--- config.mk ---
export PLATFORM = sky130hd
export DESIGN_NAME = fpu_arbiter_flat
export DESIGN_NICKNAME = d
export VERILOG_FILES = /design/src/rtl/fpu_arbiter_if.sv /design/src/rtl/fpu_arbiter.sv /design/src/flat_wrapper.sv
export SDC_FILE = /design/constraint.sdc
export NUM_CORES = 1
export LEC_CHECK = 0
export ABC_CLOCK_PERIOD_IN_PS = 3900
export CAP_MARGIN = 30
export CORE_ASPECT_RATIO = 1.25
export CORE_MARGIN = 8
export CORE_UTILIZATION = 38
export CTS_CLUSTER_DIAMETER = 150
export DETAILED_ROUTE_END_ITERATION = 10
export PLACE_DENSITY = 0.84
export SLEW_MARGIN = 20
export SYNTH_ARGS = -nofsm -noshare
export SYNTH_HDL_FRONTEND = slang
export SYNTH_SLANG_ARGS = --single-unit
--- constraint.sdc ---
create_clock -name clk -period 3.9 [get_ports clk]
set_input_delay 0.78 -clock clk [delete_from_list [all_inputs] [get_ports clk]]
set_output_delay 0.78 -clock clk [all_outputs]
set_load 0.02 [all_outputs]
--- src/rtl/fpu_arbiter_if.sv ---
// Request/response/FPU bus for fpu_arbiter; rsp_err exists only with FPU_ARB_TIMEOUT_EN.
// slave = the arbiter's view, master = the requesters/FPU/consumer side.
interface fpu_arbiter_if #(
  parameter int N   = 2,
  parameter int IDW = 1
);
  logic [N-1:0]      req_valid;
  logic [N-1:0]      req_ready;
  logic [5*N-1:0]    req_ctl;
  logic [32*N-1:0]   req_x1;
  logic [32*N-1:0]   req_x2;
  logic              rsp_valid;
  logic              rsp_ready;
  logic [IDW-1:0]    rsp_id;
  logic [31:0]       rsp_data;
`ifdef FPU_ARB_TIMEOUT_EN
  logic              rsp_err;
`endif
  logic [4:0]        fpu_ctl;
  logic [31:0]       fpu_x1;
  logic [31:0]       fpu_x2;
  logic              fpu_en;
  logic [31:0]       fpu_y;
  logic              fpu_ready;

`ifdef FPU_ARB_TIMEOUT_EN
  modport slave (
    input  req_valid, req_ctl, req_x1, req_x2, rsp_ready, fpu_y, fpu_ready,
    output req_ready, rsp_valid, rsp_id, rsp_data, rsp_err, fpu_ctl, fpu_x1, fpu_x2, fpu_en
  );
  modport master (
    output req_valid, req_ctl, req_x1, req_x2, rsp_ready, fpu_y, fpu_ready,
    input  req_ready, rsp_valid, rsp_id, rsp_data, rsp_err, fpu_ctl, fpu_x1, fpu_x2, fpu_en
  );
`else
  modport slave (
    input  req_valid, req_ctl, req_x1, req_x2, rsp_ready, fpu_y, fpu_ready,
    output req_ready, rsp_valid, rsp_id, rsp_data, fpu_ctl, fpu_x1, fpu_x2, fpu_en
  );
  modport master (
    output req_valid, req_ctl, req_x1, req_x2, rsp_ready, fpu_y, fpu_ready,
    input  req_ready, rsp_valid, rsp_id, rsp_data, fpu_ctl, fpu_x1, fpu_x2, fpu_en
  );
`endif
endinterface

--- src/rtl/fpu_arbiter.sv ---
// Round-robin arbiter sharing one multi-cycle FPU among N requesters, one op at a time.
// Optional WAIT watchdog with rsp_err enabled by defining FPU_ARB_TIMEOUT_EN.
module fpu_arbiter #(
  parameter int N       = 2,
  parameter int IDW     = 1,
  parameter int TIMEOUT = 64
) (
  input  logic          clk,
  input  logic          rstn,
  fpu_arbiter_if.slave  bus,
  output logic          busy
);

  typedef enum logic [1:0] {IDLE, ISSUE, WAIT, RESP} state_t;

  state_t          state;
  logic [IDW-1:0]  rr_ptr;
  logic [IDW-1:0]  gnt_id;
  logic [IDW-1:0]  pick;
  logic [IDW-1:0]  idx;
  logic            found;
  logic [N-1:0]    ready_c;
  logic [5*N-1:0]  ctl_sh;
  logic [32*N-1:0] x1_sh;
  logic [32*N-1:0] x2_sh;

`ifdef FPU_ARB_TIMEOUT_EN
  localparam int CW = $clog2(TIMEOUT + 1);
  logic [CW-1:0] wait_cnt;
`endif

  function automatic logic [IDW-1:0] wrap_add(input logic [IDW-1:0] base, input int unsigned k);
    int unsigned s;
    s = 32'(base) + k;
    if (s >= 32'(N)) s = s - 32'(N);
    return s[IDW-1:0];
  endfunction

  // Cyclic search from rr_ptr; only offered to requesters while IDLE.
  always_comb begin
    found   = 1'b0;
    pick    = '0;
    idx     = '0;
    ready_c = '0;
    for (int k = 0; k < N; k++) begin
      idx = wrap_add(rr_ptr, 32'(k));
      if (!found && bus.req_valid[idx]) begin
        found = 1'b1;
        pick  = idx;
      end
    end
    if (state == IDLE && found) ready_c = {{(N-1){1'b0}}, 1'b1} << pick;
    ctl_sh = bus.req_ctl >> (5 * pick);
    x1_sh  = bus.req_x1 >> (32 * pick);
    x2_sh  = bus.req_x2 >> (32 * pick);
  end

  assign bus.req_ready = ready_c;
  assign busy          = (state != IDLE);

  always_ff @(posedge clk) begin
    if (!rstn) begin
      state        <= IDLE;
      rr_ptr       <= '0;
      gnt_id       <= '0;
      bus.fpu_ctl  <= '0;
      bus.fpu_x1   <= '0;
      bus.fpu_x2   <= '0;
      bus.fpu_en   <= 1'b0;
      bus.rsp_valid <= 1'b0;
      bus.rsp_id   <= '0;
      bus.rsp_data <= '0;
`ifdef FPU_ARB_TIMEOUT_EN
      bus.rsp_err  <= 1'b0;
      wait_cnt     <= '0;
`endif
    end else begin
      case (state)
        IDLE: begin
          if (found) begin
            gnt_id      <= pick;
            bus.fpu_ctl <= ctl_sh[4:0];
            bus.fpu_x1  <= x1_sh[31:0];
            bus.fpu_x2  <= x2_sh[31:0];
            bus.fpu_en  <= 1'b1;
            state       <= ISSUE;
          end
        end
        ISSUE: begin
          bus.fpu_en <= 1'b0;
`ifdef FPU_ARB_TIMEOUT_EN
          wait_cnt   <= '0;
`endif
          state      <= WAIT;
        end
        WAIT: begin
          if (bus.fpu_ready) begin
            bus.rsp_data  <= bus.fpu_y;
            bus.rsp_id    <= gnt_id;
            bus.rsp_valid <= 1'b1;
            state         <= RESP;
`ifdef FPU_ARB_TIMEOUT_EN
          end else if (wait_cnt == CW'(TIMEOUT - 1)) begin
            // The FPU never answered: hand back an all-ones result flagged as an error.
            bus.rsp_data  <= 32'hFFFF_FFFF;
            bus.rsp_id    <= gnt_id;
            bus.rsp_err   <= 1'b1;
            bus.rsp_valid <= 1'b1;
            state         <= RESP;
          end else begin
            wait_cnt <= wait_cnt + 1'b1;
`endif
          end
        end
        RESP: begin
          if (bus.rsp_ready) begin
            bus.rsp_valid <= 1'b0;
`ifdef FPU_ARB_TIMEOUT_EN
            bus.rsp_err   <= 1'b0;
`endif
            rr_ptr        <= wrap_add(gnt_id, 32'd1);
            state         <= IDLE;
          end
        end
        default: state <= IDLE;
      endcase
    end
  end

endmodule
--- src/flat_wrapper.sv ---
// flat-port wrapper written by rule: the top's interface ports become plain ports
module fpu_arbiter_flat 
#(
  parameter int N       = 2,
  parameter int IDW     = 1,
  parameter int TIMEOUT = 64
)
  (clk, rstn, busy, bus_req_valid, bus_req_ctl, bus_req_x1, bus_req_x2, bus_rsp_ready, bus_fpu_y, bus_fpu_ready, bus_req_ready, bus_rsp_valid, bus_rsp_id, bus_rsp_data, bus_fpu_ctl, bus_fpu_x1, bus_fpu_x2, bus_fpu_en);
  fpu_arbiter_if #(.N(N), .IDW(IDW)) bus_i ();
  input  logic clk;
  input  logic rstn;
  output logic busy;
  input wire logic [$bits(bus_i.req_valid)-1:0] bus_req_valid;
  input wire logic [$bits(bus_i.req_ctl)-1:0] bus_req_ctl;
  input wire logic [$bits(bus_i.req_x1)-1:0] bus_req_x1;
  input wire logic [$bits(bus_i.req_x2)-1:0] bus_req_x2;
  input wire logic [$bits(bus_i.rsp_ready)-1:0] bus_rsp_ready;
  input wire logic [$bits(bus_i.fpu_y)-1:0] bus_fpu_y;
  input wire logic [$bits(bus_i.fpu_ready)-1:0] bus_fpu_ready;
  output wire logic [$bits(bus_i.req_ready)-1:0] bus_req_ready;
  output wire logic [$bits(bus_i.rsp_valid)-1:0] bus_rsp_valid;
  output wire logic [$bits(bus_i.rsp_id)-1:0] bus_rsp_id;
  output wire logic [$bits(bus_i.rsp_data)-1:0] bus_rsp_data;
  output wire logic [$bits(bus_i.fpu_ctl)-1:0] bus_fpu_ctl;
  output wire logic [$bits(bus_i.fpu_x1)-1:0] bus_fpu_x1;
  output wire logic [$bits(bus_i.fpu_x2)-1:0] bus_fpu_x2;
  output wire logic [$bits(bus_i.fpu_en)-1:0] bus_fpu_en;
  assign bus_i.req_valid = bus_req_valid;
  assign bus_i.req_ctl = bus_req_ctl;
  assign bus_i.req_x1 = bus_req_x1;
  assign bus_i.req_x2 = bus_req_x2;
  assign bus_i.rsp_ready = bus_rsp_ready;
  assign bus_i.fpu_y = bus_fpu_y;
  assign bus_i.fpu_ready = bus_fpu_ready;
  assign bus_req_ready = bus_i.req_ready;
  assign bus_rsp_valid = bus_i.rsp_valid;
  assign bus_rsp_id = bus_i.rsp_id;
  assign bus_rsp_data = bus_i.rsp_data;
  assign bus_fpu_ctl = bus_i.fpu_ctl;
  assign bus_fpu_x1 = bus_i.fpu_x1;
  assign bus_fpu_x2 = bus_i.fpu_x2;
  assign bus_fpu_en = bus_i.fpu_en;
  fpu_arbiter #(.N(N), .IDW(IDW), .TIMEOUT(TIMEOUT)) u_core (.clk(clk), .rstn(rstn), .bus(bus_i), .busy(busy));
endmodule
-- Word level (Yosys, flattened, before mapping)
Index checks and enable logic that the tools add are counted.
- register bits: 108
- latch bits: 0
- RAM bits: 0
- bits in read-only memories: 0
- input bits: 176
- output and inout port bits: 107
- logic and storage cells: 65
- memories kept: 0
- $add $sub $neg: 5
- multiply operators: 1
- div/mod/pow operators: 0
- order comparisons: 5
- eq/ne operators: 6
- shifts and indexed selects: 4
- muxes and demuxes: 21
- bitwise operators: 0
- reduce and logical (&&, ||, !) cells: 13
- operators by type and width (cell ; count):
    >> shifter 64 x 6 -> 32 bit ; 2
    two-way mux 1 bit ; 14
    >> shifter 10 x 4 -> 5 bit ; 1
    two-way mux 2 bit ; 4
    case mux 2 bit (4 select lines) ; 1
    AND reduction 2 bit ; 4
    AND reduction 3 bit ; 2
    nonzero test 2 bit ; 3
    adder 1 x 1 -> 2 bit, second input constant ; 2
    equality test 2 bit, second input constant ; 2
    >= comparator 2 bit, second input constant ; 2
    less-than comparator 1 x 2 -> 1 bit, second input constant ; 2
    multiplier 3 x 1 -> 4 bit, first input constant ; 1
    inequality test 2 bit, second input constant ; 2
    case mux 1 bit (2 select lines) ; 2
    subtractor 1 bit, second input constant ; 3
    equality test 2 x 1 -> 1 bit, second input constant ; 1
    >= comparator 1 x 2 -> 1 bit, second input constant ; 1
    logical AND 1 bit ; 2
    zero test 2 bit ; 1
    inequality test 2 x 1 -> 1 bit, second input constant ; 1
    << shifter 1 x 1 -> 2 bit, first input constant ; 1
    zero test 1 bit ; 1

-- Logic depth before layout (Yosys ltp)
Gate-level depths: netlist of run 1.
- depth after elaboration: 10
- mapped depth: 7
- gate-level depth less buffers: 5

-- Least setup slack after synthesis of run 1
No wires, ideal clock.
- path kind: in2out
- from: in bus_req_valid[1]
- to: out bus_req_ready[1]
- arrival: 1.249 ns
- required time: 3.120 ns
- slack: 1.871 ns
- stages: 2
- buffers on the path: 0
- cells stage by stage: nand2_1 -> a21oi_1
- longest elaborated chain between the ends: 8
- elaborated cells between the ends (all ways): 13
- those cells by class: 1 x shift; 9 x mux; 3 x reduce/logical
- RTL lines (what ; RTL line ; source):
    start: declaration ; flat_wrapper.sv:13 ; input wire logic [$bits(bus_i.req_valid)-1:0] bus_req_valid;
    two-way mux 1 bit (implied by the code) (2 in series) ; fpu_arbiter.sv:47 ; if (!found && bus.req_valid[idx]) begin
    two-way mux 1 bit ; fpu_arbiter.sv:47 ;
    zero test 1 bit ; fpu_arbiter.sv:47 ;
    logical AND 1 bit ; fpu_arbiter.sv:47 ;
    two-way mux 1 bit ; fpu_arbiter.sv:47 ;
    << shifter 1 x 1 -> 2 bit / logical AND 1 bit (equally long branches) ; fpu_arbiter.sv:52 ; if (state == IDLE && found) ready_c = {{(N-1){1'b0}}, 1'b1} << pick;
    two-way mux 2 bit * ; fpu_arbiter.sv:52 ;
    end: declaration ; flat_wrapper.sv:20 ; output wire logic [$bits(bus_i.req_ready)-1:0] bus_req_ready;
Every way passes the cells marked *; elsewhere a longest branch is shown, timed or not. The select of a mux whose other input is x is not followed.

-- Final worst setup path of run 1
Ends and elaborated chain as after synthesis.

==> metrics.txt, run 1 <==
first-pass GRT wire length 25300 um; Pre-antenna DRT Iters 5; input/output buffers 282; cell count after placement 806; Worst-Margin Slew 763 ps; H-tree depth 3; Critical Path End Type output pin; dpl hpwl 12400 um; clk root buf clkbuf_16; Layout area overhead 78.0%; Max FO, Critical Path 5; CTS tree done; Post CTS Setup Buffer Count 0; CTS sink cnt 108; count of final hold-check violations 0; via count 4471; Initial Util 39.1%; Mapped Cells 425; count of different cell masters after synthesis 23; Peak VDD IR 0.000300 V; cell family with most CP delay buffers and inverters; Iteration-0 DRC Markers 217; Post-CTS Hold Buffers 0; Skew-Pair Late Insertion Delay 340 ps; synthesis warning total 0; status completed; die area 0.0145 mm2; clk_skew 12.0 ps; cells along the critical path clkdlybuf4s50_1 -> nand2_1 -> a21oi_1 -> clkdlybuf4s50_1; Pins Over Slew Limit 0; Die X 110 um; wire per inst 20.1 um; setup total negative slack 0 ps; Routed WL 16500 um; fmax 308 MHz; Post-route DRC 0; FF+latch area 0.00216 mm2; mean area per synthesized cell 9.77 um2; FP Rows 42; minimum clock period 3240 ps; largest net degree at the start of global routing 78; CTS resizes 0; antenna viol nets, final 0; Antenna diodes 0; Post-DP Area 0.00707 mm2; Final Cycle Share 83.2%; DP Worst Slack 666 ps; All-Layer GR Usage 21.9%; filler cell count 766; layout net count 866; Hold Crit Class flop to flop; Seq/Total Area, Yosys 52.1%; vias per std cell 5.44; design area 0.00739 mm2; routability cong. 0.856; CTS max path bufs 2; Leak Pwr 3.01 nW; Core Area 0.0106 mm2; setup ws final 656 ps; Pwr Density 557 mW/mm2; CTS Buf Count 9; Worst Path Required 3120 ps; Critical-path top delay cell clkdlybuf4s50_1; GRT overflow 0; startpoint types input port; final core occ 69.6%; relative slew slack 49.1%; clock-pin slew of the registers on the worst-case setup and hold paths 60 ps; CP peak stage delay 670 ps; Setup Crit Path Kind input port to output pin; Worst path most repeated cell clkdlybuf4s50_1; share of layout cells above drive strength 1 4.06%; final std cells w/o fill 822; Seq cells post-synth 108; MaxCap Viol Count 0; vias in the first global route 4786; Die Y 133 um; crit path DAT 2460 ps; worst path buffer plus inverter count 2; RSZ-0062 raised after global routing no; setup violators final 0; synthesized area 0.00415 mm2; Ports 283; Multi-input gate area 0.00182 mm2; Syn Nets 606; initial antenna violation count 0
[layout by cell type, fill, tap and decap left out, types with 2 or more instances in the layout]
cell,n
clkdlybuf4s50_1,281
dfxtp_1,108
nand2_1,73
and3_1,70
a221o_1,69
a21oi_1,36
clkbuf_16,9
ha_1,5
inv_1,4
clkbuf_8,4
and2_1,3
o21a_1,3
mux2i_1,3
buf_4,3
a211oi_4,2
a21boi_0,2
nor2_1,2
nand2b_1,2
[layout make-up]
type	count	share of cell area [%]
Clock buffer	13	3.79
Clock inverter	3	0.575
Inverter	5	0.254
Multi-Input combinational cell	273	24.6
Sequential cell	108	29.2
Tap cell	132	2.23
Timing Repair Buffer	288	39.3
[final timing paths]
kind | start | end | slack, ps | cells after the start
worst max-delay path | bus_req_valid[1] | bus_req_ready[1] | 660 | 4
worst max register to register | u_core.state[0]$_SDFFE_PN0P_ | u_core.bus.fpu_x2[26]$_SDFFE_PN0N_ | 1790 | 6
worst min-delay path | u_core.bus.rsp_data[4]$_SDFFE_PN0P_ | u_core.bus.rsp_data[4]$_SDFFE_PN0P_ | 450 | 2
worst min register to register | u_core.bus.rsp_data[4]$_SDFFE_PN0P_ | u_core.bus.rsp_data[4]$_SDFFE_PN0P_ | 450 | 2
[cells in the mapped netlist]
master | instances | area share [%]
a211oi_4 | 1 | 0.48
and2_1 | 3 | 0.45
inv_2 | 1 | 0.090
buf_1 | 1 | 0.090
buf_4 | 3 | 0.54
mux2i_1 | 3 | 0.72
o21ai_0 | 1 | 0.12
ha_1 | 5 | 1.5
nor2_1 | 2 | 0.18
or3b_2 | 1 | 0.21
clkbuf_1 | 26 | 2.4
a21boi_0 | 2 | 0.36
o21ai_1 | 1 | 0.12
and3_1 | 70 | 11
buf_2 | 9 | 1.1
dfxtp_1 | 108 | 52
o21a_1 | 3 | 0.54
a221o_1 | 69 | 17
nand2b_1 | 2 | 0.30
nand2_1 | 73 | 6.6
inv_1 | 4 | 0.36
a21oi_1 | 36 | 4.3
a211oi_2 | 1 | 0.30
[sequential cells by signal, indices dropped and copies added (netlist names)]
name	count
u_core.bus.fpu_x1	32
u_core.bus.fpu_x2	32
u_core.bus.rsp_data	32
u_core.bus.fpu_ctl	5
u_core.state	2
u_core.bus.fpu_en	1
u_core.bus.rsp_id	1
u_core.bus.rsp_valid	1
u_core.gnt_id	1
u_core.rr_ptr	1
[power by group]
| part | internal, mW | leakage, nW | switching, mW |
|---|---|---|---|
| clock network | 0.567 | 0.158 | 0.390 |
| logic | 0.828 | 1.96 | 0.868 |
| registers | 1.34 | 0.885 | 0.126 |
[per-stage QoR]
stage | hold slack (ps) | power (mW)
after CTS | 457 | 4.15
final | 454 | 4.12
after global placement | 442 | 3.11
after detailed placement | 448 | 3.18
after floorplan | 440 | 2.32
after global routing | 468 | 4.32
[layer usage]
| layer | global-route usage, % | up-vias | routed length (um) |
|---|---|---|---|
| met5 | 0 | - | 0 |
| met4 | 11.8 | 0 | 700 |
| met3 | 7.24 | 42 | 1650 |
| met2 | 37.1 | 229 | 8230 |
| met1 | 23.1 | 2107 | 5950 |
| li1 | - | 2093 | - |
[logic make-up after synthesis]
kind of cell | after synthesis | share of synthesized area [%]
AOI/OAI and AO/OA | 114 | 22.9
adders and majority gates | 5 | 1.51
buffers and inverters | 44 | 4.52
DFF | 108 | 52.1
muxes | 3 | 0.723
and+or+nand+nor | 151 | 18.3
[tightest hold or removal path, cell delays in order (launching register included)]
cell and delay (ps):
dfxtp_1 310, nand2_1 50, a21oi_1 50
No activity file was read; power rests on OpenSTA's default activity.
==> run 2: changes to the inputs <==
Settings changed: ABC_CLOCK_PERIOD_IN_PS 3900 to 3000, CORE_UTILIZATION 38 to 36, PLACE_DENSITY 0.84 to 0.81.
Clock period 3.9 ns to 3 ns, I/O delays scaled along.
==> metrics.txt, run 2 (synthesis gave the netlist of run 1 again) <==
status completed; CTS Buf Count 9 (unchanged); cells along the critical path inv_1 -> ha_1 -> nand2_1 -> a21oi_1 -> clkdlybuf4s50_1; antenna viol nets, final 0 (unchanged); MaxCap Viol Count 0 (unchanged); r2r startpoint u_core.state[0]$_SDFFE_PN0P_; GRT overflow 0 (unchanged); Die X 112 um (+2.3%); Critical-path top delay cell clkdlybuf4s50_1; startpoint types flop; Critical Path Start u_core.state[0]$_SDFFE_PN0P_; Post-CTS Hold Buffers 0 (unchanged); Pwr Density 716 mW/mm2 (+28%); Worst-Margin Slew 634 ps (-129 ps); clk_skew 11.4 ps (-0.597 ps); DP Worst Slack 349 ps (-317 ps); via count 4405 (-1.5%); clk root buf clkbuf_16; Post-DP Area 0.00711 mm2 (+0.50%); Ports 283 (unchanged); Routed WL 16100 um (-2.7%); Final Cycle Share 90.3%; Multi-input gate area 0.00182 mm2 (unchanged); clock-pin slew of the registers on the worst-case setup and hold paths 60 ps (about the same); CP peak stage delay 640 ps (-30 ps); CTS max path bufs 2 (unchanged); Largest regs u_core.bus.fpu_x1 (32), u_core.bus.fpu_x2 (32), u_core.bus.rsp_data (32); design area 0.00740 mm2 (about the same); fmax 369 MHz; count of final hold-check violations 0 (unchanged); Die Y 136 um (+2.4%); first-pass GRT wire length 24700 um (-2.4%); Post-route DRC 0 (unchanged); hold_sp u_core.bus.rsp_id$_SDFFE_PN0P_; Worst Path Required 2400 ps (-720 ps); worst path buffer plus inverter count 2 (unchanged); filler cell count 904 (+18%); RSZ-0062 raised after global routing no; setup total negative slack 0 ps (unchanged); Peak VDD IR 0.000410 V (+37%); Leak Pwr 3.01 nW (+0.15%); CTS sink cnt 108 (unchanged); input/output buffers 282 (unchanged); minimum clock period 2710 ps; Pre-antenna DRT Iters 4 (-1); initial antenna violation count 0 (unchanged); Iteration-0 DRC Markers 261 (+20%); Critical Path End Type output pin; Hold Crit Class flop to flop; die area 0.0152 mm2 (+4.8%); wire per inst 19.4 um (-3.6%); largest net degree at the start of global routing 74 (-5.1%); crit path DAT 2110 ps (-350 ps); Pins Over Slew Limit 0 (unchanged); vias per std cell 5.31 (-2.4%); Core Area 0.0115 mm2 (+7.9%); Setup Crit Path Kind flop to output pin; CTS resizes 0 (unchanged); vias in the first global route 4633 (-3.2%); CTS tree done; share of layout cells above drive strength 1 4.19% (+0.13 points); All-Layer GR Usage 20.4% (-1.5 points); commonest cells after routing, fill and taps aside clkdlybuf4s50_1 (281), dfxtp_1 (108), nand2_1 (73), and3_1 (70), a221o_1 (69); cell family with most CP delay buffers and inverters; FP Rows 44 (+4.8%); Initial Util 36.3% (-2.9 points); FF+latch area 0.00216 mm2 (unchanged); dpl hpwl 12100 um (-2.4%); Skew-Pair Late Insertion Delay 340 ps (about the same); relative slew slack 57.7% (+8.6 points); Antenna diodes 0 (unchanged); routability cong. 0.778 (-9.0%); setup violators final 0 (unchanged); setup ws final 291 ps (-366 ps); most common cell after layout, fill and taps aside clkdlybuf4s50_1; Max FO, Critical Path 5 (unchanged); H-tree depth 3 (unchanged); layout net count 870 (+0.46%); final core occ 64.6% (-5.1 points); Layout area overhead 78.1% (about the same); Post CTS Setup Buffer Count 0 (unchanged)
-- run 2: cell types whose count changed in the layout (fill, tap and decap cells not counted), sizes merged --
cell / change
clkbuf: -1
buf: +4
clkinvlp: -1
-- run 2: layout make-up --
cell class	count	area share (%)
Timing Repair Buffer	292	39.6
Sequential cell	108	29.2
Tap cell	138	2.33
Multi-Input combinational cell	273	24.6
Clock buffer	12	3.47
Clock inverter	2	0.474
Inverter	5	0.254
-- run 2: final timing paths --
check	slack, ps	endpoint	cells after the start
worst min-delay path	450	u_core.bus.rsp_id$_SDFFE_PN0P_	2
worst max register to register	1040	u_core.bus.fpu_x2[14]$_SDFFE_PN0N_	6
worst min register to register	450	u_core.bus.rsp_id$_SDFFE_PN0P_	2
worst max-delay path	290	bus_req_ready[1]	5
-- run 2: worst min-delay path, stage by stage (launching register included) --
cell	delay, ps
dfxtp_1	310
nand2_1	50
a21oi_1	50
-- run 2: where the power goes --
group	total [mW]	switching, mW	internal, mW
combinational	2.22	1.12	1.10
clock	1.17	0.491	0.683
sequential	1.90	0.160	1.74
-- run 2: per-layer routing --
metal	up-vias	GRT usage (%)	wire length, um
met4	0	9.32	500
met1	2074	20.8	5900
li1	2094	-	-
met3	27	8.31	1500
met2	210	36.1	8180
met5	-	0	0
-- run 2: through the flow --
stage	std cells	hold slack (ps)	total power, mW
2_1_floorplan	425	440	3.02
3_3_place_gp	816	441	4.10
3_5_place_dp	816	447	4.15
4_1_cts	830	456	5.35
5_1_grt	830	468	5.56
6_report	830	452	5.30
==> run 3: changes to the inputs <==
Settings changed: ABC_CLOCK_PERIOD_IN_PS 3000 to not set, CAP_MARGIN 30 to 20.
==> results of run 3 <==
The final DEF is identical to that of run 2; final timing and power are the same.
